===== src/rtl/deslocador_bcd_seq.sv =====
// Sequential binary-to-BCD converter (double dabble): one adjust cycle and one shift cycle per input bit,
// so Valido arrives 2*LARGURA cycles after a start. Iniciar is honoured only while Pronto is high; it is never queued.
module deslocador_bcd_seq #(
  parameter int LARGURA = 8,
  parameter int DIGITOS = 3
) (
  input  logic                   Clock,
  input  logic                   Reset_n,
  input  logic                   Iniciar,
  input  logic [LARGURA-1:0]     Entrada,
  output logic                   Pronto,
  output logic                   Valido,
  output logic [4*DIGITOS-1:0]   Saida,
  output logic                   Estouro
);

  localparam int BW = 4 * DIGITOS;
  localparam int CW = $clog2(LARGURA + 1);

  typedef enum logic [1:0] {OCIOSO, AJUSTA, DESLOCA, FIM} estado_t;

  estado_t            estado_q;
  logic [LARGURA-1:0] bin_q;
  logic [LARGURA-1:0] bin_d;
  logic [BW-1:0]      bcd_q;
  logic [BW-1:0]      bcd_aj_d;
  logic [BW-1:0]      bcd_d;
  logic [CW-1:0]      cnt_q;
  logic               ovf_q;
  logic               ovf_d;
  logic [BW-1:0]      saida_q;
  logic               estouro_q;

  // Digits never exceed 9, so the +3 on a digit of 5..9 always fits in 4 bits.
  always_comb begin
    bcd_aj_d = bcd_q;
    for (int i = 0; i < DIGITOS; i++) begin
      if (bcd_q[4*i +: 4] >= 4'd5) begin
        bcd_aj_d[4*i +: 4] = bcd_q[4*i +: 4] + 4'd3;
      end
    end
  end

  // The bit leaving the top digit would start digit DIGITOS; losing it means overflow.
  always_comb begin
    {bcd_d, bin_d} = {bcd_q[BW-2:0], bin_q, 1'b0};
    ovf_d          = ovf_q | bcd_q[BW-1];
  end

  always_ff @(posedge Clock or negedge Reset_n) begin
    if (!Reset_n) begin
      estado_q  <= OCIOSO;
      bin_q     <= '0;
      bcd_q     <= '0;
      cnt_q     <= '0;
      ovf_q     <= 1'b0;
      saida_q   <= '0;
      estouro_q <= 1'b0;
    end else begin
      case (estado_q)
        OCIOSO: begin
          if (Iniciar) begin
            bin_q    <= Entrada;
            bcd_q    <= '0;
            ovf_q    <= 1'b0;
            cnt_q    <= CW'(LARGURA);
            estado_q <= AJUSTA;
          end
        end
        AJUSTA: begin
          bcd_q    <= bcd_aj_d;
          estado_q <= DESLOCA;
        end
        DESLOCA: begin
          bcd_q <= bcd_d;
          bin_q <= bin_d;
          ovf_q <= ovf_d;
          cnt_q <= cnt_q - CW'(1);
          if (cnt_q == CW'(1)) begin
            saida_q   <= bcd_d;
            estouro_q <= ovf_d;
            estado_q  <= FIM;
          end else begin
            estado_q <= AJUSTA;
          end
        end
        FIM: begin
          estado_q <= OCIOSO;
        end
        default: begin
          estado_q <= OCIOSO;
        end
      endcase
    end
  end

  assign Pronto  = (estado_q == OCIOSO);
  assign Valido  = (estado_q == FIM);
  assign Saida   = saida_q;
  assign Estouro = estouro_q;

endmodule


===== config.mk =====
export PLATFORM = sky130hd
export DESIGN_NAME = deslocador_bcd_seq
export DESIGN_NICKNAME = d
export VERILOG_FILES = /design/src/rtl/deslocador_bcd_seq.sv
export SDC_FILE = /design/constraint.sdc
export NUM_CORES = 1
export LEC_CHECK = 0
export BUFFER_PORTS_ARGS = -buffer_cell sky130_fd_sc_hd__buf_2
export CORE_MARGIN = 8
export CORE_UTILIZATION = 35
export DETAILED_ROUTE_END_ITERATION = 10
export PLACE_DENSITY = 0.59
export SLEW_MARGIN = 20
export SYNTH_ARGS = -nofsm -noshare
export SYNTH_HDL_FRONTEND = slang
export SYNTH_SLANG_ARGS = --single-unit

===== constraint.sdc =====
create_clock -name Clock -period 2.91 [get_ports Clock]
set_input_delay 0.873 -clock Clock [delete_from_list [all_inputs] [get_ports Clock]]
set_output_delay 0.873 -clock Clock [all_outputs]
set_load 0.01 [all_outputs]

; ---- After elaboration in Yosys (flattened, before gate mapping)
; Cells that the tools add are included.
[totals]
reg_bits = 40
output_inout_bits = 15
wordCells = 47
[classes]
n_addsub = 4
n_lt_le_gt_ge = 3
n_eq_ne = 8
n_mux = 14
bitwise_logic = 1
n_reduce_logical = 8
[op_table]
columns = op, count
row1 = $pmux W12 S3, 1
row2 = $mux W4, 4
row3 = $pmux W8 S2, 1
row4 = $add A4 B2 Y4 const B, 3
row5 = $ge A4 B3 Y1 const B, 3
row6 = $mux W12, 1
row7 = $reduce_and A3 Y1, 3
row8 = $mux W8, 1
row9 = $ne A2 B2 Y1 const B, 4
row10 = $pmux W2 S4, 1
row11 = $pmux W4 S2, 1
row12 = $eq A2 B2 Y1 const B, 2
row13 = $eq A4 B1 Y1 const B, 1
row14 = $mux W2, 2
row15 = $reduce_and A2 Y1, 2
row16 = $sub A4 B1 Y4 const B, 1
row17 = $reduce_bool A3 Y1, 1
row18 = $eq A2 B1 Y1 const B, 1
row19 = $logic_not A2 Y1, 1
row20 = $pmux W1 S2, 1
row21 = $reduce_bool A2 Y1, 1
row22 = $mux W1, 1
row23 = $or A1 B1 Y1, 1

; ---- Logic depth before layout (Yosys ltp)
; Gate-level depths: netlist of run 1.
[logic_depth]
depth_word = 3
ltp_mapped = 8
depth_no_buf = 6

; ---- Worst setup path after synthesis of run 1
; Ideal clock, no wire load.
[synth_timing]
kind = input to register
startpoint = input port Iniciar
endpoint = register bcd_q[2]
setup_time_ns = 0.125
arrival_ns = 1.885
required_ns = 2.785
setup_slack_ns = 0.900
stages = 4
path_buffers = 0
cell_sequence = nand2b_1 o31ai_2 a31oi_1 mux2_2
[synth_between]
elab_chain_len = 2
[synth_rtl]
columns = item, line
row1 = start: declaration, 9  ; input logic Iniciar,
row2 = $ne A2 B2 Y1 (no line), n/a
row3 = $reduce_and A3 Y1 (no line), n/a
row4 = end signal: assignment, 71  ; bcd_q <= bcd_aj_d;
row5 = end: declaration, 25  ; logic [BW-1:0] bcd_q;
; Every way passes these cells.
; A chain may end at the register's enable or synchronous reset.

; ---- Final worst setup path of run 1
[layout_timing]
startpoint = register estado_q[0]
endpoint = output port Pronto
[layout_between]
elab_chain_len = 1
[layout_rtl]
columns = item, line
row1 = start: declaration, 22  ; estado_t estado_q;
row2 = start signal: assignment, 52  ; estado_q <= OCIOSO;
row3 = start signal: assignment, 67  ; estado_q <= AJUSTA;
row4 = start signal: assignment, 72  ; estado_q <= DESLOCA;
row5 = $logic_not A2 Y1, 97  ; assign Pronto = (estado_q == OCIOSO);
row6 = end: declaration, 11  ; output logic Pronto,
; Every way passes these cells.

==> qor.txt, run 1 <==
Min-delay src = bin_q[0]
Post-synth EDFFs = 0
Post-Syn Area per Cell = 10.75 µm²
Power Density = 1020 nW/µm²
Final setup fails = 0
Post-synthesis xor/xnor area fraction = 2.122%
Final clock skew = 11.07 ps
Largest net degree at the start of global routing = 41
Vias/cell = 4.993
Nets = 243
CTS H-Tree Depth = 2
Yosys cell types = 28
Worst endpoint data arrival time = 1290 ps
Die ar. = 8608 µm²
Max incr delay on CP = 430 ps
Max_slew headroom = 40.85%
Clock transition at path regs = 70 ps
Fraction of layout cells with a size suffix above 1 = 25.34%
Status = finished, final reports clean
Worst path required time = 2040 ps
Synth Instances = 192
Largest family of logic cells by synthesized area = multiplexers
Commonest non-fill, non-tap cell in the layout = dfrtp_1
Slowest library cell on the worst path = dfrtp_1
CP Capture Type = output pin
Post-CTS sizing = 0
CORE AREA = 5816 µm²
R2r startpoint = estado_q[0]
Clk_lat worst skew = 300 ps
Hold buffer count at cts = 0
Critical Path Fanout Max = 6
Post-Synth Simple-Gate Area = 7.944%
Final Cycle Share = 74.28%
Post-route ant nets = 0
Fin. Hold Viols = 0
Max-Cap Viols = 0
Drt first pass iters = 5
Setup_tns = 0 ps
Pre-CTS worst setup slack = 677.2 ps
Syn Std Cell Area = 2063 µm²
Most frequent cells in the layout = 40 x dfrtp_1, 25 x buf_2, 18 x mux2_2, 17 x inv_1, 17 x o21ai_0
Main synth FF type = dfrtp_1
Cells along the critical path = inv_1 -> ha_1 -> buf_2
Syn. warnings = 0
Ys async rst share = 100.0%
Postcts setup bufs = 0
CTS root buf = clkbuf_8
Residual DRC = 0
CTS tree = built
Die width = 92.78 µm
Fin crit period = 2161 ps
Io pins = 26
Setup crit start = estado_q[0]
Post-synthesis net count = 215
Vias in the first global route = 1501
Num CTS Buffers = 5
ANT cells = 0
Initial Util = 35.48%
Worst setup margin = 748.5 ps
Wire per inst = 14.43 µm
Least-Margin Pin Slew = 887.3 ps
Max-slew violations = 0
Port-buffer cells = 25
CP Class = reg2out
Adder-cell share of the synthesized area = 7.277%
Peak Freq = 0.4626 GHz
CTS sink count = 40
Post-Route WL = 4.272 mm
DR iter-0 viols = 73
Mux cell area share after synthesis = 15.65%
Synth Area in Compound Gates = 13.52%
Sequential-to-total area share from yosys stat = 48.51%
Unrepaired setup endpoints after global routing = false
Clk buf depth = 2
Via count = 1478
Gr usage total = 10.58%
Cell Rows = 28
Grt ovf = 0
First-pass GRT wire length = 7.245 mm
VDD IR-drop max = 0.3656 mV
Pleak = 1.129 nW
HP Class = reg2reg
Initial antenna violation count = 0
CP Launch Type = flop
RD Place Congestion = 0.7823
Dpl hpwl = 3.005 mm
Area grow syn2layout = 14.86%
Die Y = 92.78 µm
Seq cells post-synth = 40
==> cell usage after synthesis, drive strengths merged, types with 2 or more instances <==
cell / count / area [µm²]
o21ai: 17 / 85.08
ha: 12 / 150.1
xor2: 3 / 26.28
a21oi: 14 / 70.07
nand3: 4 / 20.02
mux2i: 12 / 120.1
buf: 5 / 31.28
and2: 2 / 12.51
a22o: 2 / 17.52
a32o: 2 / 20.02
nor2: 10 / 37.54
o22ai: 6 / 37.54
a31oi: 3 / 18.77
inv: 18 / 67.56
mux2: 18 / 202.7
nand2: 14 / 52.55
dfrtp: 40 / 1001
xnor2: 2 / 17.52
==> where the power goes <==
part | switching (mW) | leakage (nW) | internal, mW
Combinational | 0.625 | 0.555 | 0.455
Sequential | 0.152 | 0.519 | 0.736
Clock | 0.195 | 0.0552 | 0.255
==> flip-flops by register name, summed over array words and instances (netlist names) <==
name      count
ovf_q         1
bin_q         8
cnt_q         4
Saida        12
estado_q      2
bcd_q        12
Estouro       1
==> layer usage <==
layer  share of wire [%]  track usage, %  wire, µm
met3                 4.8           3.398       207
met1                  47           12.84      2010
met2                  47           16.86      1987
met5                   0               0         0
met4                 1.5           4.430        66
==> kinds of logic (layout without fill, tap and decap cells) <==
| family | count (synthesis) | count (layout) |
|---|---|---|
| simple gates | 34 | 34 |
| xor+xnor | 5 | 5 |
| flops | 40 | 40 |
| compound gates | 47 | 47 |
| buf+inv | 24 | 53 |
| fa+ha+maj | 12 | 12 |
| mux | 30 | 30 |
==> per-stage QoR <==
| step | power (mW) | instance area (µm²) | std cells | utilization (%) | hold slack (ps) |
|---|---|---|---|---|---|
| 2_1_floorplan | 1.710 | 2063 | 192 | - | 449.6 |
| 3_3_place_gp | 1.967 | 2262 | 288 | 38.90 | 471.8 |
| 3_5_place_dp | 1.994 | 2262 | 288 | 38.90 | 475.7 |
| 4_1_cts | 2.450 | 2370 | 296 | 40.75 | 491.9 |
| 5_1_grt | 2.612 | 2370 | 296 | 40.75 | 519.5 |
| 6_report | 2.417 | 2370 | 296 | 40.75 | 485.0 |
==> worst paths after layout <==
kind,slack (ps),end,cells past startpoint
min in group asynchronous,700,cnt_q[0],1
max in group asynchronous,1660,Saida[0],1
worst max-delay path,750,Pronto,3
worst min-delay path,490,bin_q[0],2
worst max register to register,770,Saida[3],6
worst min register to register,490,bin_q[0],2
==> worst max-delay path: cells and delay by family, from the launching register on <==
| kind | cells | cell delay [ps] |
|---|---|---|
| DFF | 1 | 430 |
| buffers and inverters | 2 | 290 |
| adders and majority gates | 1 | 290 |
==> final cells by class <==
cell class / count / area (µm²)
tap: 75 / 93.84
sequential: 40 / 1001
inverter: 18 / 67.56
timing repair buffer: 27 / 140.1
multi-input combinational: 128 / 959.7
clock buffer: 6 / 72.57
clock inverter: 2 / 35.03
fill: 592 / 3446
(Power assumes the default switching activity.)
==> inputs of run 2 (changes only) <==
--- a/config.mk
+++ b/config.mk
@@ -9,7 +9,7 @@
 export CORE_MARGIN = 8
 export CORE_UTILIZATION = 35
 export DETAILED_ROUTE_END_ITERATION = 10
-export PLACE_DENSITY = 0.59
+export PLACE_DENSITY = 0.61
 export SLEW_MARGIN = 20
 export SYNTH_ARGS = -nofsm -noshare
 export SYNTH_HDL_FRONTEND = slang
==> constraint.sdc (replaced) <==
create_clock -name Clock -period 1.8 [get_ports Clock]
set_input_delay 0.54 -clock Clock [delete_from_list [all_inputs] [get_ports Clock]]
set_output_delay 0.54 -clock Clock [all_outputs]
set_load 0.01 [all_outputs]
==> run 2 against run 1 <==
Against the previous run: global-route usage up 0.30 points; combinational power rose by 120%; clock power increased by 61%; worst hold slack got worse by 290 ps; count of clock-buffer cells in the layout is the same; largest cell class is now multi-input gates.
==> qor.txt, run 2 (synthesis gave the netlist of run 1 again) <==
Post-route ant nets = 0 (unchanged)
CP Launch Type = flop (unchanged)
Nets = 264 (was 243)
Final Cycle Share = 96.70%
Vias in the first global route = 1562 (was 1501)
CP Capture Type = output pin (unchanged)
ANT cells = 0 (unchanged)
Cell Rows = 28 (unchanged)
Clk pwr share = 15.9% (was 18.6%)
Grt ovf = 0 (unchanged)
Clock transition at path regs = 80 ps (was 70 ps)
Logic gate share of total power = 52.7% (was 44.7%)
Hold buffer count at cts = 0 (unchanged)
RD Place Congestion = 0.7858 (was 0.7823)
Largest net degree at the start of global routing = 22 (was 41)
Post-layout util = 44.77% (was 40.75%)
Least-Margin Pin Slew = 469.6 ps (was 887.3 ps)
Via count = 1536 (was 1478)
CTS tree = built (unchanged)
Gr usage total = 10.88% (was 10.58%)
Worst Hold Slack = 192.3 ps (was 485.0 ps)
Pleak = 1.243 nW (was 1.129 nW)
Final setup fails = 0 (unchanged)
Fraction of layout cells with a size suffix above 1 = 35.54% (was 25.34%)
Area grow syn2layout = 26.20% (was 14.86%)
Dpl hpwl = 3.319 mm (was 3.005 mm)
Post-Route WL = 4.601 mm (was 4.272 mm)
Cell Count Post-Placement = 308 (was 288)
HP Class = in2async (was reg2reg)
Clk buf depth = 2 (unchanged)
Vias/cell = 4.845 (was 4.993)
Max-Cap Viols = 0 (unchanged)
Status = finished, final reports clean (unchanged)
CP Class = reg2out (unchanged)
Num CTS Buffers = 5 (unchanged)
Critical Path Fanout Max = 4 (was 6)
Die Y = 92.78 µm (unchanged)
Commonest non-fill, non-tap cell in the layout = dfrtp_1 (unchanged)
CTS H-Tree Depth = 2 (unchanged)
Final instance area = 2604 µm² (was 2370 µm²)
Pre-CTS worst setup slack = -12.18 ps (was 677.2 ps)
Io pins = 26 (unchanged)
Drt first pass iters = 4 (was 5)
Most frequent cells in the layout = 40 x dfrtp_1, 25 x buf_2, 22 x buf_4, 17 x o21ai_0 (was 40 x dfrtp_1, 25 x buf_2, 18 x mux2_2, 17 x inv_1, 17 x o21ai_0)
Sw Pwr = 1.750 mW (was 0.9713 mW)
Max_slew headroom = 68.69% (was 40.85%)
DR iter-0 viols = 51 (was 73)
Worst setup margin = 59.36 ps (was 748.5 ps)
Internal power = 2.790 mW (was 1.446 mW)
Setup_tns = 0 ps (unchanged)
Initial antenna violation count = 0 (unchanged)
VDD IR-drop max = 0.7100 mV (was 0.3656 mV)
Wire per inst = 14.51 µm (was 14.43 µm)
Unrepaired setup endpoints after global routing = false (unchanged)
CTS sink count = 40 (unchanged)
Worst path required time = 1260 ps (was 2040 ps)
Port-buffer cells = 25 (unchanged)
Non-Filler Instances = 317 (was 296)
Overall Power = 4.539 mW (was 2.417 mW)
Placed cell area = 2441 µm² (was 2262 µm²)
Power Density = 1743 nW/µm² (was 1020 nW/µm²)
Switch share = 38.54% (was 40.18%)
Max-slew violations = 0 (unchanged)
Worst endpoint data arrival time = 1200 ps (was 1290 ps)
CTS root buf = clkbuf_8 (unchanged)
Peak Freq = 0.5745 GHz
Clk_lat worst skew = 290 ps (was 300 ps)
Die ar. = 8608 µm² (unchanged)
Fin. Hold Viols = 0 (unchanged)
First-pass GRT wire length = 7.479 mm (was 7.245 mm)
CORE AREA = 5816 µm² (unchanged)
Initial Util = 35.48% (unchanged)
Fin crit period = 1741 ps
Die width = 92.78 µm (unchanged)
Residual DRC = 0 (unchanged)
Final clock skew = 3.879 ps (was 11.07 ps)
Reg power frac = 31.4% (was 36.7%)
==> run 2: changes by cell type in the layout (fill, tap and decap cells not counted), moves of 2 or more <==
| cell | delta |
|---|---|
| mux2_2 | -3 |
| inv_2 | +2 |
| a31oi_1 | -2 |
| ha_2 | +2 |
| ha_1 | -3 |
| buf_4 | +20 |
| mux2_4 | +3 |
| inv_1 | -2 |
==> run 2: timing repair <==
action,CTS,global route
cloned,0,0
setup buffers,1,0
resized for setup,1,11
pin swaps,0,2
endpoints found under the setup margin,4,23
==> run 2: final timing paths <==
kind                             start   endpoint  slack, ps  depth (start not counted)
max                        estado_q[1]     Pronto         60                          4
min                            Reset_n   Saida[2]        190                          1
max reg2reg                estado_q[1]   cnt_q[2]         90                          7
min reg2reg                   bin_q[0]   bin_q[0]        490                          2
max in group asynchronous      Reset_n  bcd_q[11]       1070                          2
min in group Clock            bin_q[0]   bin_q[0]        490                          2
==> run 2: power by group through the flow <==
| stage | combinational, mW | sequential, mW | clock, mW |
|---|---|---|---|
| after floorplan | 1.37 | 1.43 | 0 |
| after global placement | 2.19 | 1.43 | 0 |
| after detailed placement | 2.22 | 1.44 | 0 |
| after CTS | 2.27 | 1.42 | 0.740 |
| after global routing | 2.65 | 1.47 | 0.765 |
| final | 2.39 | 1.42 | 0.723 |
==> run 2: layout make-up <==
| class | instances | area (µm²) |
|---|---|---|
| clock buffers | 6 | 72.57 |
| flip-flops and latches | 40 | 1001 |
| multi-input cells | 128 | 1023 |
| well taps | 75 | 93.84 |
| inverters | 18 | 67.56 |
| fillers | 575 | 3212 |
| repair buffers | 48 | 310.3 |
| clock inverters | 2 | 35.03 |
==> run 2: worst max-delay path: stages, from the launching register on <==
cell and delay (ps):
dfrtp_1 390, inv_2 70, ha_4 170, buf_4 140
buf_2 130
==> run 2: routing by layer <==
layer	up-vias	GRT usage [%]	routed length (µm)	share of wire (%)
li1	762	-	-	-
met1	741	13.08	2139	46
met2	26	17.51	2155	47
met3	7	3.317	239	5.2
met4	0	4.832	67	1.5
met5	-	0	0	0
==> inputs of run 3 (changes only) <==
--- a/config.mk
+++ b/config.mk
@@ -6,10 +6,12 @@
 export NUM_CORES = 1
 export LEC_CHECK = 0
 export BUFFER_PORTS_ARGS = -buffer_cell sky130_fd_sc_hd__buf_2
+export CELL_PAD_IN_SITES_DETAIL_PLACEMENT = 0
+export CELL_PAD_IN_SITES_GLOBAL_PLACEMENT = 1
 export CORE_MARGIN = 8
 export CORE_UTILIZATION = 35
 export DETAILED_ROUTE_END_ITERATION = 10
-export PLACE_DENSITY = 0.61
+export PLACE_DENSITY = 0.72
 export SLEW_MARGIN = 20
 export SYNTH_ARGS = -nofsm -noshare
 export SYNTH_HDL_FRONTEND = slang
==> run 3 against run 2 <==
Against the previous run: final area shrank 0.96%; largest cell class is now flip-flops and latches; routed wire length shrank 5.3%; largest power group unchanged; register-to-register slack gained 20 ps.
==> qor.txt, run 3 (synthesis gave the netlist of run 1 again) <==
Status = finished, final reports clean (unchanged)
Commonest non-fill, non-tap cell in the layout = dfrtp_1 (unchanged)
CTS H-Tree Depth = 2 (unchanged)
Pleak = 1.233 nW (was 1.243 nW)
Reg power frac = 32.0% (was 31.4%)
Worst path required time = 1260 ps (about the same)
Fin. Hold Viols = 0 (unchanged)
Post-Route WL = 4.358 mm (was 4.601 mm)
Clk pwr share = 16.7% (was 15.9%)
Gr usage total = 10.91% (was 10.88%)
Logic gate share of total power = 51.2% (was 52.7%)
Peak Freq = 0.5788 GHz (was 0.5745 GHz)
CP Capture Type = output pin (unchanged)
Via count = 1556 (was 1536)
Initial Util = 35.48% (unchanged)
Max-Cap Viols = 0 (unchanged)
Nets = 264 (unchanged)
Initial antenna violation count = 0 (unchanged)
R2r startpoint = estado_q[0] (was estado_q[1])
Num CTS Buffers = 5 (unchanged)
Fin crit period = 1728 ps (was 1741 ps)
Hold buffer count at cts = 0 (unchanged)
Cell Count Post-Placement = 309 (was 308)
Port-buffer cells = 25 (unchanged)
CP Class = reg2out (unchanged)
Critical Path Fanout Max = 4 (unchanged)
Setup slack, reg-to-reg = 110 ps (was 90 ps)
Clk buf depth = 2 (unchanged)
Setup_tns = 0 ps (unchanged)
CORE AREA = 5816 µm² (unchanged)
Worst setup margin = 72.42 ps (was 59.36 ps)
Power Density = 1718 nW/µm² (was 1743 nW/µm²)
CTS sink count = 40 (unchanged)
RD Place Congestion = 0.7658 (was 0.7858)
Die ar. = 8608 µm² (unchanged)
DR iter-0 viols = 52 (was 51)
Drt first pass iters = 4 (unchanged)
Most frequent cells in the layout = 40 x dfrtp_1, 24 x buf_2, 22 x buf_4, 17 x o21ai_0, 17 x mux2_2 (was 40 x dfrtp_1, 25 x buf_2, 22 x buf_4, 17 x o21ai_0)
Post-route ant nets = 0 (unchanged)
Clock transition at path regs = 80 ps (about the same)
Wire per inst = 13.75 µm (was 14.51 µm)
Vias/cell = 4.909 (was 4.845)
CP Launch Type = flop (unchanged)
Area grow syn2layout = 24.98% (was 26.20%)
Final Cycle Share = 95.98% (was 96.70%)
Layout fillers = 569 (was 575)
Switch share = 38.50% (was 38.54%)
Reg-to-Reg End = Saida[0] (was cnt_q[2])
Die Y = 92.78 µm (unchanged)
Residual DRC = 0 (unchanged)
Sw Pwr = 1.706 mW (was 1.750 mW)
Dpl hpwl = 3.301 mm (was 3.319 mm)
Non-Filler Instances = 317 (unchanged)
Fraction of layout cells with a size suffix above 1 = 35.54% (unchanged)
Final setup fails = 0 (unchanged)
Unrepaired setup endpoints after global routing = true (was false)
Max_slew headroom = 68.60% (was 68.69%)
Cell Rows = 28 (unchanged)
Io pins = 26 (unchanged)
Grt ovf = 0 (unchanged)
Worst Reg-to-Reg Cells = 6 (was 7)
Post-layout util = 44.34% (was 44.77%)
Largest net degree at the start of global routing = 24 (was 22)
Final clock skew = 9.286 ps (was 3.879 ps)
First-pass GRT wire length = 7.548 mm (was 7.479 mm)
CTS root buf = clkbuf_8 (unchanged)
Max-slew violations = 0 (unchanged)
Clk_lat worst skew = 300 ps (was 290 ps)
Internal power = 2.725 mW (was 2.790 mW)
Pre-CTS worst setup slack = 47.00 ps (was -12.18 ps)
Worst endpoint data arrival time = 1190 ps (was 1200 ps)
CTS tree = built (unchanged)
Die width = 92.78 µm (unchanged)
ANT cells = 0 (unchanged)
Vias in the first global route = 1630 (was 1562)
Least-Margin Pin Slew = 466.1 ps (was 469.6 ps)
HP Class = in2async (unchanged)
VDD IR-drop max = 0.6121 mV (was 0.7100 mV)
run 3: final cells by class:
cell class	count	area (µm²)	share of cell area, %
clock inverter	3	42.54	1.650
timing repair buffer	48	307.8	11.94
multi-input combinational	128	997.2	38.67
inverter	18	67.56	2.620
tap	75	93.84	3.639
clock buffer	5	68.82	2.669
sequential	40	1001	38.82
run 3: how the worst max path moves through the flow:
| stage | start | endpoint | slack, ps | cells after the start |
|---|---|---|---|---|
| after CTS | estado_q[0] | Pronto | 0.08 | 4 |
| final | estado_q[1] | Pronto | 70 | 4 |
| after detailed placement | estado_q[0] | Saida[5] | 50 | 6 |
| after floorplan | estado_q[0] | bcd_q[2] | -20 | 6 |
| after global placement | estado_q[0] | Saida[6] | 80 | 6 |
| after global routing | estado_q[0] | Saida[4] | -0.2 | 6 |
run 3: critical path: stages, from the launching register on:
cell     delay (ps)
dfrtp_1         390
inv_2            70
ha_4            170
buf_4           150
buf_6           110
run 3: what timing repair did:
action / in CTS / in global routing
buffers inserted: 0 / 0
resized for setup: 1 / 8
hold endpoints to repair: 0 / 0
endpoints found under the setup margin: 1 / 24
run 3: power groups by stage:
stage	registers, mW	logic, mW	clock network (mW)
after CTS	1.42	2.23	0.769
after global placement	1.43	2.18	0
after floorplan	1.43	1.37	0
after detailed placement	1.44	2.21	0
after global routing	1.47	2.55	0.789
final	1.42	2.27	0.742
run 3: per-stage QoR:
| step | total power [mW] | hold WS, ps | area (µm²) |
|---|---|---|---|
| final | 4.431 | 197.8 | 2579 |
| after global routing | 4.803 | 217.0 | 2579 |
| after CTS | 4.424 | 196.9 | 2550 |
| after detailed placement | 3.650 | 492.8 | 2436 |
| after global placement | 3.614 | 469.5 | 2436 |
| after floorplan | 2.802 | 244.4 | 2079 |
run 3: routing by layer:
metal / global-route usage, % / vias up / share of wire, %
met1: 12.90 / 753 / 47
met5: 0 / - / 0
met4: 5.638 / 0 / 1.5
met3: 3.479 / 10 / 5.7
li1: - / 767 / -
met2: 17.34 / 26 / 46
